### src/rtl/imem_fetch_arbiter.sv
// Single-port instruction memory owner: boot-time loader phase, then fair
// arbitration between IF fetches and loader writes with a 1-cycle fetch return.
//
// state   | meaning
// LOAD    | only the loader may access memory; ld_done moves to RUN
// RUN     | fetch and loader share memory, alternating under contention
module imem_fetch_arbiter #(
  parameter int DEPTH         = 101,
  parameter int AW            = 7,
  parameter bit BOOT_ON_RESET = 1'b1
) (
  input  logic          clk,
  input  logic          rst,
  input  logic          if_req,
  input  logic [31:0]   if_addr,
  input  logic          if_flush,
  output logic          if_gnt,
  output logic          if_valid,
  output logic [31:0]   if_instr,
  output logic          if_err,
  input  logic          ld_valid,
  input  logic [31:0]   ld_addr,
  input  logic [31:0]   ld_data,
  input  logic          ld_done,
  output logic          ld_ready,
  output logic          ld_err,
  output logic [AW:0]   ld_count,
  output logic          running,
  output logic          mem_en,
  output logic          mem_we,
  output logic [AW-1:0] mem_addr,
  output logic [31:0]   mem_wdata,
  input  logic [31:0]   mem_rdata
);

  typedef enum logic {ST_LOAD = 1'b0, ST_RUN = 1'b1} state_t;

  localparam state_t RESET_STATE = BOOT_ON_RESET ? ST_LOAD : ST_RUN;

  state_t state, state_nxt;
  logic   last_fetch;
  logic   pend_valid;
  logic   pend_err;
  logic   ld_acc;
  logic   ld_ok;
  logic   if_in_range;
  logic   unused_bits;

  assign unused_bits = ^if_addr[1:0];

  always_ff @(posedge clk or negedge rst) begin
    if (!rst) state <= RESET_STATE;
    else      state <= state_nxt;
  end

  always_comb begin
    state_nxt = state;
    if (state == ST_LOAD && ld_done) state_nxt = ST_RUN;
  end

  always_comb begin
    running  = (state == ST_RUN);
    ld_ready = 1'b1;
    if_gnt   = 1'b0;
    if (state == ST_RUN) begin
      ld_ready = !if_req || last_fetch;
      if_gnt   = if_req && !(ld_valid && ld_ready);
    end
  end

  assign ld_acc      = ld_valid && ld_ready;
  assign ld_ok       = ld_acc && (ld_addr[1:0] == 2'b00) && (ld_addr[31:2] < 30'(DEPTH));
  assign if_in_range = if_addr[31:2] < 30'(DEPTH);

  // if_gnt and ld_acc are mutually exclusive, so at most one access per cycle
  always_comb begin
    mem_en    = 1'b0;
    mem_we    = 1'b0;
    mem_addr  = '0;
    mem_wdata = '0;
    if (ld_ok) begin
      mem_en    = 1'b1;
      mem_we    = 1'b1;
      mem_addr  = ld_addr[AW+1:2];
      mem_wdata = ld_data;
    end else if (if_gnt && if_in_range) begin
      mem_en   = 1'b1;
      mem_addr = if_addr[AW+1:2];
    end
  end

  always_ff @(posedge clk or negedge rst) begin
    if (!rst) begin
      last_fetch <= 1'b0;
      pend_valid <= 1'b0;
      pend_err   <= 1'b0;
      ld_err     <= 1'b0;
      ld_count   <= '0;
    end else begin
      if (if_gnt)      last_fetch <= 1'b1;
      else if (ld_acc) last_fetch <= 1'b0;
      pend_valid <= if_gnt;
      pend_err   <= if_gnt && !if_in_range;
      ld_err     <= ld_acc && !ld_ok;
      if (ld_ok && ld_count != '1) ld_count <= ld_count + 1'b1;
    end
  end

  // A flush in the return cycle kills the fetch issued one cycle earlier
  assign if_valid = pend_valid && !if_flush;
  assign if_err   = if_valid && pend_err;
  assign if_instr = (pend_valid && !pend_err) ? mem_rdata : 32'h0;

endmodule

### config.mk
export PLATFORM = sky130hd
export DESIGN_NAME = imem_fetch_arbiter
export DESIGN_NICKNAME = d
export VERILOG_FILES = /design/src/rtl/imem_fetch_arbiter.sv
export SDC_FILE = /design/constraint.sdc
export NUM_CORES = 1
export LEC_CHECK = 0
export CAP_MARGIN = 10
export CORE_MARGIN = 10
export CORE_UTILIZATION = 23
export DETAILED_ROUTE_END_ITERATION = 10
export MAX_ROUTING_LAYER = met4
export PLACE_DENSITY = 0.87
export SLEW_MARGIN = 25
export SYNTH_ARGS = -nofsm -noshare
export SYNTH_HDL_FRONTEND = slang
export SYNTH_SLANG_ARGS = --single-unit
### constraint.sdc
create_clock -name clk -period 5.7 [get_ports clk]
set_input_delay 1.14 -clock clk [delete_from_list [all_inputs] [get_ports clk]]
set_output_delay 1.14 -clock clk [all_outputs]
set_load 0.01 [all_outputs]
==> results.txt <==
status = finished, final reports clean
Final Cycle Share = 0.834
drt initial violations = 19
Slew Limit Fails = 0
fin cells = 444
Synth cell types = 32
cts repair resizes = 0
First-pass DRT Iterations = 4
critical path peak fanout = 38
Root Driver = clkbuf_8
total track usage = 0.170
drt total wl = 8080 µm
clock buffer depth = 2
synth top area cells = and2_1, dfrtp_1, a32o_1, nor4_1, nand4_1
hold path startpoint = last_fetch$_DFFE_PN0P_
DP Wirelength = 7370 µm
Post-DRT Antenna Nets = 0
Crit Path Category = input port to output pin
Hold Crit Class = register to register
Max-Cap Viols = 0
Synth Instances = 156
setup bufs post-CTS = 0
dpl ws = 0.899 ns
net count after synthesis = 291
worst reg2reg endpoint = ld_count[1]$_DFFE_PN0P_
register area share after synthesis = 0.255
Synth area leader = and2_1
worst reg2reg setup slack = 3.64 ns
Synth Warn # = 0
Num CTS Buffers = 3
Placeable Area = 0.00544 mm²
post-synth top area share = 0.319
CTS Sinks = 13
DR DRC count = 0
Critical Path Source Type = input port
Starting Density = 0.234
crit path setup slack, layout = 0.946 ns
Clk pin slew, worst setup/hold paths = 0.05 ns
headroom to the max-slew limit = 0.492
EDFF count, synth = 0
DR vias = 1966
Layout Skew = 0.000724 ns
PwrDens = 92.4 mW/mm²
hold_buf cts = 0
data required time of the critical path = 4.56 ns
Worst setup EP type = output pin
share of cells above drive strength 1 = 0.0296
global-route wire length before repair = 11600 µm
CTS tree = yes
Layout Utilization = 0.657
count of input and output buffers = 218
Primary FF master, synth = dfrtp_1
Max VDD drop = 0.000132 V
Net count, final = 508
Synth Cell Area = 0.00127 mm²
largest net degree at the start of global routing = 39
via/cell ratio = 4.43
wire length per cell = 18.2 µm
setup TNS = 0 ns
DP Cell Count = 440
worst hold slack = 0.505 ns
die height = 94.5 µm
RSZ-0062 raised after global routing = no
Die X = 94.5 µm
Worst Max-Slew Pin Slew = 0.762 ns
Site Rows = 27
leak pwr = 1.37 nW
Area Growth Syn to Fin = 180%
WHS Path Cells = 1
WP data arrival = 3.61 ns
endpoints failing setup = 0
Seq cells post-synth = 13
minimum clock period = 4.75 ns
fmax = 0.210 GHz
number of H-tree levels = 1
ys async rst share = 1.00
die area = 0.00892 mm²
Final Wtd Congestion = 0.836
Clock Latency Late Sink = 0.24 ns
WHS Endpoint = last_fetch$_DFFE_PN0P_
initial antenna violation count = 0
Reg2Reg Launch Point = last_fetch$_DFFE_PN0P_
IO Count = 221
# diodes = 0
syn avg cell area = 8.17 µm²
worst reg2reg path depth = 6
total grt overflow = 0
Hold Vio Cnt, Final = 0
vias in the first global route = 2098
==> cell usage after synthesis, types with 2 or more instances <==
| cell | count |
|---|---|
| xnor2_1 | 3 |
| nor4_1 | 9 |
| nor2_1 | 5 |
| a32o_1 | 7 |
| nor2b_1 | 3 |
| nand2b_1 | 2 |
| mux2_1 | 2 |
| dfrtp_1 | 13 |
| nand3_1 | 5 |
| clkbuf_1 | 3 |
| and2_1 | 65 |
| a21oi_1 | 3 |
| o21ai_0 | 2 |
| and3_1 | 4 |
| nor3_1 | 2 |
| nand2_1 | 6 |
| nand4_1 | 5 |
| buf_4 | 3 |
==> placed cells by master, fill, tap and decap left out, drive strengths merged, types with 3 or more instances in the layout <==
cell type      count
nand3              5
a21oi              3
mux2               3
a32o               7
dfrtp             13
nor4              11
nand2              6
nor2               5
nand4              5
and2              65
clkdlybuf4s50    218
and3               4
xnor2              3
clkbuf             3
nor2b              3
==> sequential cells by signal, indices dropped and copies added (netlist names) <==
name,count
last_fetch,1
ld_count,8
ld_err,1
pend_err,1
pend_valid,1
running,1
==> worst max-delay path: stages <==
cell	delay, ns
clkdlybuf4s50_1	0.40
nor4_1	0.32
nand3_1	0.18
nor4_4	0.61
buf_12	0.26
and2_1	0.15
clkdlybuf4s50_1	0.55
==> layout make-up <==
type	count	area (µm²)
Timing Repair Buffer	220	2210
Clock buffer	3	41.3
Multi-Input combinational cell	135	900
Clock inverter	1	5.00
Fill cell	444	1870
Sequential cell	13	325
Tap cell	72	90.1
==> kinds of logic (layout without fill, tap and decap cells) <==
| logic type | count (synthesis) | after routing | share of synthesized area |
|---|---|---|---|
| xor+xnor | 4 | 4 | 0.0275 |
| simple gates | 111 | 111 | 0.536 |
| buf+inv | 8 | 224 | 0.0392 |
| mux | 4 | 4 | 0.0343 |
| flops | 13 | 13 | 0.255 |
| compound gates | 15 | 15 | 0.0981 |
| fa+ha+maj | 1 | 1 | 0.00981 |
==> worst max-delay path by stage <==
stage	from	end	depth (start not counted)
floorplan	ld_addr[1]	mem_wdata[24]	6
global placement	ld_addr[1]	mem_wdata[6]	7
detailed placement	ld_addr[1]	mem_wdata[15]	7
CTS	ld_addr[1]	mem_wdata[15]	7
global route	ld_addr[27]	mem_addr[4]	7
finish	ld_addr[1]	mem_wdata[9]	7
==> through the flow <==
stage          cell area, µm²  power, W
3_3_place_gp             3520  0.000249
3_5_place_dp             3520  0.000252
2_1_floorplan            1270  0.000126
4_1_cts                  3570  0.000335
6_report                 3570  0.000330
5_1_grt                  3570  0.000347
==> power breakdown <==
group | leakage, nW | switching [W] | internal, W | total [W]
sequential | 0.169 | 0.00000154 | 0.0000948 | 0.0000964
clock | 0.0255 | 0.0000329 | 0.0000483 | 0.0000812
combinational | 1.18 | 0.0000406 | 0.000112 | 0.000152
==> per-layer routing <==
| metal | vias to the layer above | GRT usage | part of all wire |
|---|---|---|---|
| met5 | - | - | 0 |
| met4 | 0 | 0.0312 | 0.012 |
| met3 | 7 | 0.0539 | 0.096 |
| li1 | 976 | - | - |
| met2 | 109 | 0.325 | 0.53 |
| met1 | 874 | 0.164 | 0.37 |
(Power assumes the default switching activity.)
